===== config.mk =====
export PLATFORM = sky130hd
export DESIGN_NAME = v_lane_sequencer
export DESIGN_NICKNAME = d
export VERILOG_FILES = /design/src/rtl/v_lane_sequencer.sv
export SDC_FILE = /design/constraint.sdc
export NUM_CORES = 1
export LEC_CHECK = 0
export BUFFER_PORTS_ARGS = -buffer_cell sky130_fd_sc_hd__buf_4
export CORE_MARGIN = 3
export CORE_UTILIZATION = 54
export CTS_BUF_LIST = sky130_fd_sc_hd__clkbuf_2
export CTS_CLUSTER_DIAMETER = 100
export DETAILED_ROUTE_END_ITERATION = 8
export PLACE_DENSITY = 0.81
export SYNTH_ARGS = -nofsm -noshare
export SYNTH_HDL_FRONTEND = slang
export SYNTH_SLANG_ARGS = --single-unit

===== constraint.sdc =====
create_clock -name clk -period 3.3 [get_ports clk]
set_input_delay 0.33 -clock clk [delete_from_list [all_inputs] [get_ports clk]]
set_output_delay 0.33 -clock clk [all_outputs]
set_load 0.02 [all_outputs]

===== src/rtl/v_lane_sequencer.sv =====
// v_lane_sequencer: round-robin ALU/MUL sequencer that splits one op into register-group passes.
module v_lane_sequencer #(
  parameter int ALU_LAT = 1,
  parameter int MUL_LAT = 2
) (
  input  logic       clk,
  input  logic       nrst,
  input  logic       alu_req_valid,
  output logic       alu_req_ready,
  input  logic       mul_req_valid,
  output logic       mul_req_ready,
  input  logic [2:0] cfg_lmul,
  input  logic [1:0] cfg_lanes,
  input  logic       flush,
  output logic       issue_valid,
  output logic       issue_unit,
  output logic [1:0] issue_step,
  output logic [3:0] issue_mask,
  output logic       wb_valid,
  output logic [1:0] wb_step,
  output logic [3:0] wb_mask,
  output logic       done_alu,
  output logic       done_mul,
  output logic       busy
);
  typedef enum logic [1:0] {IDLE, ISSUE, WAIT, DONE} state_t;
  state_t state;
  logic unit, pri_mul, gnt, gnt_mul, more;
  logic [1:0] k;
  logic [2:0] g, p, cnt, step;
  logic [3:0] mask;
  assign gnt_mul = mul_req_valid && (!alu_req_valid || pri_mul);
  assign gnt = state == IDLE && !nrst && !flush && (alu_req_valid || mul_req_valid);
  assign alu_req_ready = gnt && !gnt_mul;
  assign mul_req_ready = gnt && gnt_mul;
  assign step = {1'b0, k} * p;
  assign more = step + p < g;
  always_comb begin
    mask = '0;
    for (int i = 0; i < 4; i++)
      mask[i] = 3'(i) >= step && 3'(i) < step + p && 3'(i) < g;
  end
  assign issue_valid = state == ISSUE;
  assign issue_unit = issue_valid && unit;
  assign issue_step = issue_valid ? step[1:0] : 2'd0;
  assign issue_mask = issue_valid ? mask : 4'd0;
  assign wb_valid = state == WAIT && cnt == 3'd1;
  assign wb_step = wb_valid ? step[1:0] : 2'd0;
  assign wb_mask = wb_valid ? mask : 4'd0;
  assign done_alu = state == DONE && !unit;
  assign done_mul = state == DONE && unit;
  assign busy = state != IDLE;
  always_ff @(posedge clk or posedge nrst) begin
    if (nrst) begin
      state <= IDLE;
      k <= '0;
      cnt <= '0;
      pri_mul <= 1'b0;
      unit <= 1'b0;
      g <= '0;
      p <= '0;
    end else if (flush) begin
      state <= IDLE;
    end else begin
      case (state)
        IDLE: if (gnt) begin
          unit <= gnt_mul;
          pri_mul <= !gnt_mul;
          g <= cfg_lmul == 3'd1 ? 3'd2 : cfg_lmul == 3'd2 ? 3'd4 : 3'd1;
          p <= cfg_lanes == 2'd0 ? 3'd1 : cfg_lanes == 2'd1 ? 3'd2 : 3'd4;
          k <= '0;
          state <= ISSUE;
        end
        ISSUE: begin
          cnt <= unit ? 3'(MUL_LAT) : 3'(ALU_LAT);
          state <= WAIT;
        end
        WAIT: begin
          cnt <= cnt - 3'd1;
          if (cnt == 3'd1) begin
            k <= more ? k + 2'd1 : k;
            state <= more ? ISSUE : DONE;
          end
        end
        default: state <= IDLE;
      endcase
    end
  end
endmodule


==> impl_results.md, run 1 <==
- Met1 Usage GRT: 0.293
- Post-Syn Nets: 161
- Core Footprint: 0.00200 mm²
- Final slew viol count: 0
- Worst endpoint data arrival time: 2.87 ns
- Max rail drop VDD: 0.000416 V
- Final worst-path cycle share: 0.970
- Worst reg2reg setup slack: 0.12 ns
- First-pass GRT wire length: 4460 µm
- Most area-consuming cells after synthesis: dfrtp_1 32%, ha_1 11%, nand2_1 6.4%, inv_1 5.1%, nor2_1 3.9%
- Drc violations: 0
- Warnings from Yosys: 0
- Clock Sinks: 15
- I/O pin count: 30
- Final wirelength: 2770 µm
- Die ar.: 0.00276 mm²
- Post-layout min period: 3.20 ns
- Rows: 16
- Post-synthesis sequential area ratio: 0.321
- GR Overflow Total: 0
- CP max FO: 7
- Max Fclk: 0.312 GHz
- Port buffer count: 29
- First-pass DRT Iterations: 4
- Fraction of layout cells with a size suffix above 1: 0.266
- Average size of a mapped cell: 8.36 µm²
- Share of the synthesized area in the top cell type: 0.321
- Most frequent cells in the layout: 31 x buf_4, 20 x nand2_1, 16 x inv_1
- Met2 Usage GRT: 0.362
- Cell count after synthesis: 140
- Number of DRC markers in iteration 0: 20
- Final core occ: 0.736
- Clock Latency Late Sink: 0.30 ns
- Largest net degree at the start of global routing: 16
- Status: complete, no violations
- Final setup fails: 0
- Hold Slack: 0.0962 ns
- Post-DR vias/cell: 5.54
- Initial antenna violation count: 0
- TritonCTS clock tree: yes
- LEAKAGE: 0.723 nW
- Net Sw Frac: 0.468
- Pwr Density: 712 mW/mm²
- Vias in the first global route: 989
- Routing usage on met3: 0.0370
- Inst Count DP: 194
- Antenna viol nets, final: 0
- Gr busiest metal: met2
- Max Cap Viol: 0
- TritonCTS Buffers: 3
- Most common cell after layout, fill and taps aside: buf_4
- Combinational share of power: 0.601
- Cts hold-fix bufs: 0
- Count of cell types in the netlist: 35
- HP Class: input port to asynchronous set/reset pin
- Non-Filler Instances: 200
- Setup crit start kind: register
- Layout Skew: 0.00370 ns
- Root Driver: clkbuf_2
- Placed instance area: 0.00141 mm²
- Clock Power Share: 0.092
- DP HPWL: 2130 µm
- Die width: 52.5 µm
- Rel. slew slack: 0.592
- Setup crit end kind: output port
- Clock-pin slew on the worst setup and hold paths: 0.15 ns
- Area grow syn2layout: 25.9%
- Setup Crit Path Kind: register to output port
- Final Hold Vio Count: 0
- Synth Register Bits: 15
- # nets final: 195
- Psw: 0.490 mW
- Design area: 0.00147 mm²
- Diode count: 0
- Worst-Margin Slew: 0.612 ns
- Post-Syn Area: 0.00117 mm²
- Seq pwr share: 0.308
- Die height: 52.5 µm
- Internal power: 0.558 mW
- Worst-case clock buffer depth: 2
- Critical Path RT: 2.97 ns
- Design Power: 1.05 mW
- Gr usage total: 0.223
- GP Congestion: 0.897
- Initial Utilization: 0.584
- Htree depth: 1
- Drt wl/cell: 13.9 µm
- Synth area leader: dfrtp_1
- Vias: 1,107
-- what timing repair did --
action	4_1_cts	5_1_grt
gates resized for setup	0	4
buffers inserted	0	2
setup endpoints to repair	0	7
-- area by class of cell --
class,count,area (µm²)
multi-input combinational,107,749
inverter,16,60.1
tap,27,33.8
fill,144,529
clock buffer,4,20.0
timing repair buffer,31,233
sequential,15,377
-- layer usage --
| layer | vias up | wire length [µm] |
|---|---|---|
| li1 | 543 | - |
| met1 | 528 | 1260 |
| met5 | - | 0 |
| met4 | 0 | 21 |
| met2 | 34 | 1320 |
| met3 | 2 | 166 |
-- registers in the layout, indices dropped and copies added (netlist names) --
signal / flops
cnt: 3
g: 3
k: 2
pri_mul: 1
state: 2
unit: 1
p: 3
-- final timing paths --
kind | from | end | cells after the start
max | p[0] | wb_mask[2] | 9
min reg2reg | pri_mul | pri_mul | 2
max in group asynchronous | nrst | k[0] | 2
min in group clk | cfg_lanes[0] | p[0] | 2
max reg2reg | p[0] | k[1] | 11
min | nrst | k[0] | 2
-- power groups by stage --
stage	Sequential (mW)	Combinational [mW]	Clock, mW
finish	0.322	0.630	0.0961
floorplan	0.301	0.433	0
detailed placement	0.325	0.567	0
global route	0.334	0.702	0.102
CTS	0.321	0.572	0.0964
global placement	0.321	0.555	0
-- critical path, cell delays in order (launching register included) --
cell and delay, ns:
dfrtp_1 0.46, and2_1 0.21, ha_4 0.30, inv_1 0.07
fa_1 0.41, xnor2_2 0.18, xnor2_2 0.31, o21ai_1 0.20
a211oi_2 0.26, buf_4 0.17
-- kinds of logic after synthesis --
family,after synthesis,synth area share
buffers and inverters,18,0.0578
AOI/OAI and AO/OA,29,0.165
adders and majority gates,11,0.124
xor gates and xnor gates,4,0.0492
DFF,15,0.321
muxes,2,0.0182
and+or+nand+nor,61,0.265
-- metrics by stage --
stage | setup WS (ns) | TNS, ns
finish | 0.100 | 0
global route | -0.00474 | -0.0137
CTS | 0.0349 | 0
detailed placement | 0.203 | 0
global placement | 0.325 | 0
floorplan | 0.419 | 0
-- Yosys cell counts, drive strengths merged --
master / number
clkbuf: 2
a211oi: 3
nand3: 2
or3: 4
a21o: 1
xnor2: 3
a21oi: 6
nor4: 2
a21boi: 1
nor2b: 6
nand2: 20
mux2i: 1
and3: 1
o21ai: 9
nor4b: 1
o311a: 2
inv: 16
nor3: 1
nand2b: 5
mux2: 1
nor2: 12
xor2: 1
or3b: 1
o31ai: 4
o22ai: 1
dfrtp: 15
and2: 6
ha: 10
o221a: 1
o311ai: 1
fa: 1
Power figures use the tool's default switching activity.
==> run 2, diff against run 1 <==
CORE_MARGIN = default   (was 3)
==> run 2 against run 1 <==
  * Register-to-register slack about the same
  * Sequential power about the same
  * Global-route usage up 5.4 points
  * Critical path depth up 2
  * Power down 1.1%
  * Wire length up 5.2%
  * Critical path type is now register to register
==> impl_results.md, run 2 (synthesized netlist as in run 1, its figures left out) <==
- Rel. slew slack: 0.608 (+0.0158)
- LEAKAGE: 0.728 nW (+0.63%)
- Max Cap Viol: 0 (unchanged)
- Setup crit start kind: register
- TritonCTS Buffers: 3 (unchanged)
- Die width: 48.5 µm (-7.6%)
- Placed instance area: 0.00141 mm² (unchanged)
- Rows: 16 (unchanged)
- Final wirelength: 2910 µm (+5.2%)
- Worst path buffer plus inverter count: 1 (-1)
- Max Fclk: 0.314 GHz (+0.35%)
- Initial antenna violation count: 0 (unchanged)
- Post-DR vias/cell: 5.61 (+1.3%)
- Die ar.: 0.00236 mm² (-15%)
- Fraction of layout cells with a size suffix above 1: 0.283 (+0.0173)
- # nets final: 195 (unchanged)
- Most frequent cells in the layout: 31 x buf_4, 20 x nand2_1, 14 x inv_1
- GR Overflow Total: 0 (unchanged)
- Layout Skew: 0.00877 ns (+0.00507 ns)
- Pwr Density: 708 mW/mm² (-0.48%)
- Post-layout min period: 3.19 ns (-0.0112 ns)
- Worst-case clock buffer depth: 2 (unchanged)
- Gr usage total: 0.277 (+0.0536)
- CP top delay family: adder cells
- Crit-path cells: and2_1, ha_1, inv_1, fa_2, xnor2_2, xnor2_2, ha_1, o221a_1, o21ai_1, nor4b_1, o22ai_1
- CP max FO: 7 (unchanged)
- Status: complete, no violations
- Design Power: 1.04 mW (-1.1%)
- Largest net degree at the start of global routing: 16 (unchanged)
- Port buffer count: 29 (unchanged)
- Most common cell after layout, fill and taps aside: buf_4
- Die height: 48.5 µm (-7.6%)
- Worst-Margin Slew: 0.588 ns (-0.0237 ns)
- Setup Crit Path Kind: register to register
- Max rail drop VDD: 0.000520 V (+25%)
- GP Congestion: 0.883 (-1.5%)
- Crit path max-delay cell type: dfrtp_2
- Critical Path RT: 3.46 ns (+0.49 ns)
- HP Class: input port to asynchronous set/reset pin
- Final Hold Vio Count: 0 (unchanged)
- Core Footprint: 0.00200 mm² (unchanged)
- First-pass GRT wire length: 5020 µm (+13%)
- Place WS: 0.238 ns (+0.0346 ns)
- DP HPWL: 2240 µm (+5.1%)
- Vias: 1,121 (+1.3%)
- Final worst slack: 0.111 ns (+0.0112 ns)
- I/O pin count: 30 (unchanged)
- First-pass DRT Iterations: 4 (unchanged)
- Diode count: 0 (unchanged)
- Final slew viol count: 0 (unchanged)
- Clock Sinks: 15 (unchanged)
- Area grow syn2layout: 25.1%
- Htree depth: 1 (unchanged)
- Drc violations: 0 (unchanged)
- Vias in the first global route: 1,104 (+12%)
- Cts hold-fix bufs: 0 (unchanged)
- Initial Utilization: 0.584 (unchanged)
- Antenna viol nets, final: 0 (unchanged)
- Final worst-path cycle share: 0.966 (-0.00340)
- Critical path's largest stage delay: 0.47 ns (about the same)
- TritonCTS clock tree: yes
- Design area: 0.00146 mm² (-0.59%)
- Drt wl/cell: 14.6 µm (+5.2%)
- Worst endpoint data arrival time: 3.35 ns (+0.48 ns)
- Root Driver: clkbuf_2
- Clock Latency Late Sink: 0.29 ns (about the same)
- Setup crit end kind: register
- Number of DRC markers in iteration 0: 31 (+55%)
- Clock-pin slew on the worst setup and hold paths: 0.15 ns (about the same)
- Final setup fails: 0 (unchanged)
- Largest registers: cnt x3, g x3, p x3
==> run 2: metrics by stage <==
| stage | utilization | TNS, ns | hold slack [ns] | instances |
|---|---|---|---|---|
| final | 0.731 | 0 | 0.0945 | 200 |
| after global routing | 0.731 | -0.0483 | 0.145 | 200 |
| after CTS | 0.716 | 0 | 0.114 | 198 |
| after detailed placement | 0.706 | 0 | 0.448 | 194 |
| after global placement | 0.706 | 0 | 0.441 | 194 |
| after floorplan | - | 0 | 0.231 | 140 |
==> run 2: metal layers <==
layer,track usage,part of all wire,vias up
li1,-,-,537
met1,0.350,0.41,531
met2,0.469,0.52,45
met3,0.0409,0.058,8
met4,0.123,0.019,0
met5,0,0,-
==> run 2: area by class of cell <==
| type | count | area (µm²) |
|---|---|---|
| clock buffers | 4 | 20.0 |
| fillers | 158 | 538 |
| inverters | 16 | 60.1 |
| multi-input cells | 107 | 739 |
| flip-flops and latches | 15 | 378 |
| well taps | 27 | 33.8 |
| repair buffers | 31 | 233 |
==> run 2: path summary, 6_finish.rpt <==
| path | from | to | slack [ns] | cells after the start |
|---|---|---|---|---|
| min reg2reg | cnt[1] | cnt[1] | 0.50 | 1 |
| min | nrst | pri_mul | 0.09 | 2 |
| max reg2reg | p[0] | k[0] | 0.11 | 11 |
| max | p[0] | k[0] | 0.11 | 11 |
| min in group clk | cfg_lanes[0] | p[0] | 0.21 | 2 |
| max in group asynchronous | nrst | k[0] | 2.78 | 2 |
==> run 2: repair_timing <==
item                                    CTS  global route
endpoints found under the setup margin    0             7
endpoints found under the hold margin     0             0
gates resized for setup                   0             7
setup buffers                             0             2
==> run 2: power breakdown <==
part	leakage, nW	internal [mW]	switching, mW
Sequential	0.191	0.250	0.0702
Combinational	0.520	0.261	0.364
Clock	0.0166	0.0321	0.0591
Total	0.728	0.543	0.494
==> run 3, diff against run 2 <==
clock period = 3.4 ns   (was 3.3 ns; I/O delays follow)
==> run 3 against run 2 <==
  * Largest cell class unchanged
  * Worst hold slack improved by 0.017 ns
  * Combinational power fell by 9.4%
  * Design area fell by 2.1%
  * Critical path type is now register to output port
  * Non-clock buffer count fell by 2
  * Via count fell by 2.2%
  * Critical endpoint is now issue_mask[2]
==> impl_results.md, run 3 (synthesized netlist as in run 1, its figures left out) <==
- Register area: 375 µm² (-0.66%)
- Worst endpoint data arrival time: 2.84 ns (-0.51 ns)
- Die ar.: 0.00236 mm² (unchanged)
- First-pass GRT wire length: 5020 µm (unchanged)
- Root Driver: clkbuf_2
- Setup crit end kind: output port
- Die width: 48.5 µm (unchanged)
- Area grow syn2layout: 22.6%
- Vias: 1,096 (-2.2%)
- GR Overflow Total: 0 (unchanged)
- Setup crit start kind: register
- Final setup fails: 0 (unchanged)
- Initial antenna violation count: 0 (unchanged)
- Worst R2R Path Depth: 11 (unchanged)
- Largest net degree at the start of global routing: 16 (unchanged)
- Post-layout min period: 3.18 ns
- Worst-case clock buffer depth: 2 (unchanged)
- Setup Crit Path Kind: register to output port
- Initial Utilization: 0.584 (unchanged)
- Max Fclk: 0.315 GHz
- Die height: 48.5 µm (unchanged)
- Clock Latency Late Sink: 0.28 ns (about the same)
- Layout Skew: 0.00986 ns (+0.00108 ns)
- Core Footprint: 0.00200 mm² (unchanged)
- GP Congestion: 0.884 (about the same)
- Postcts setup bufs: 0 (unchanged)
- Worst-Margin Slew: 0.593 ns (+0.00551 ns)
- First-pass DRT Iterations: 4 (unchanged)
- LEAKAGE: 0.717 nW (-1.5%)
- Most frequent cells in the layout: 29 x buf_4, 20 x nand2_1, 16 x inv_1
- Status: complete, no violations
- DP HPWL: 2240 µm (unchanged)
- Clock-pin slew on the worst setup and hold paths: 0.15 ns (about the same)
- CP max FO: 7 (unchanged)
- Htree depth: 1 (unchanged)
- Max rail drop VDD: 0.000494 V (-5.0%)
- Most common cell after layout, fill and taps aside: buf_4
- Inst Count DP: 194 (unchanged)
- R2r startpoint: k[0]
- Final wirelength: 2780 µm (-4.6%)
- Worst reg2reg setup slack: 0.30 ns (+0.19 ns)
- Pwr Density: 674 mW/mm² (-4.8%)
- Drt wl/cell: 14.0 µm (-3.6%)
- Fraction of layout cells with a size suffix above 1: 0.234 (-0.0493)
- Final slew viol count: 0 (unchanged)
- Placed instance area: 0.00141 mm² (unchanged)
- Diode count: 0 (unchanged)
- TritonCTS clock tree: yes
- Port buffer count: 29 (unchanged)
- Clock Sinks: 15 (unchanged)
- Max Cap Viol: 0 (unchanged)
- R2r endpoint: k[1]
- TritonCTS Buffers: 3 (unchanged)
- I/O pin count: 30 (unchanged)
- Design area: 0.00143 mm² (-2.1%)
- Multi-input gate area: 727 µm² (-1.7%)
- Number of DRC markers in iteration 0: 26 (-16%)
- Final Hold Vio Count: 0 (unchanged)
- Post-DR vias/cell: 5.54 (-1.2%)
- HP Class: input port to asynchronous set/reset pin
- Drc violations: 0 (unchanged)
- Non-Filler Instances: 198 (-1.0%)
- Critical Path RT: 3.06 ns (-0.40 ns)
- Final worst-path cycle share: 0.934
- Design Power: 0.967 mW (-6.8%)
- Vias in the first global route: 1,104 (unchanged)
- Setup repair after global routing missed its margin: yes
- Antenna viol nets, final: 0 (unchanged)
- Gr usage total: 0.277 (unchanged)
- Hold Slack: 0.112 ns (+0.0173 ns)
- Largest registers: cnt x3, g x3, p x3
- # nets final: 193 (-1.0%)
- Setup TNS: 0 ns (unchanged)
- Rel. slew slack: 0.604 (-0.00367)
- Fill cells: 162 (+2.5%)
- Rows: 16 (unchanged)
==> run 3: how the worst max path moves through the flow <==
stage | endpoint | slack [ns] | cells after the start | start
6_report | issue_mask[2] | 0.22 | 10 | k[0]
4_1_cts | issue_mask[2] | 0.22 | 10 | k[0]
5_1_grt | wb_mask[1] | -0.02 | 10 | k[0]
2_1_floorplan | wb_mask[1] | 0.51 | 8 | p[0]
3_3_place_gp | k[1] | 0.43 | 11 | k[0]
3_5_place_dp | k[1] | 0.34 | 11 | k[0]
==> run 3: per-layer routing <==
layer / share of wire / vias up / track usage
met2: 0.50 / 38 / 0.469
met1: 0.43 / 516 / 0.350
met4: 0.014 / 0 / 0.123
met3: 0.049 / 6 / 0.0409
met5: 0 / - / 0
li1: - / 536 / -
==> run 3: area by class of cell <==
cell class,instances,share of cell area
Clock buffer,4,0.0140
Multi-Input combinational cell,107,0.507
Sequential cell,15,0.262
Tap cell,27,0.0236
Timing Repair Buffer,29,0.152
Inverter,16,0.0419
==> run 3: worst max-delay path: stages, from the launching register on <==
cell and delay, ns:
dfrtp_1 0.47, inv_1 0.14, nor2_1 0.06, ha_1 0.34, inv_1 0.10, fa_1 0.41
xnor2_2 0.17, xnor2_2 0.27, o21ai_1 0.15, a211oi_1 0.26, buf_4 0.18
==> run 3: stage by stage <==
step / worst slack, ns / util
finish: 0.225 / 0.716
global route: -0.0161 / 0.716
CTS: 0.215 / 0.716
detailed placement: 0.338 / 0.706
global placement: 0.428 / 0.706
floorplan: 0.509 / -
==> run 3: report_power, final <==
part / switching [mW] / total, mW / leakage, nW / internal (mW)
clock network: 0.0562 / 0.0874 / 0.0166 / 0.0312
registers: 0.0717 / 0.313 / 0.194 / 0.241
logic: 0.327 / 0.567 / 0.506 / 0.240
==> run 3: timing repair <==
action	4_1_cts	5_1_grt
resized for setup	0	0
hold buffers	0	0
setup endpoints to repair	0	1
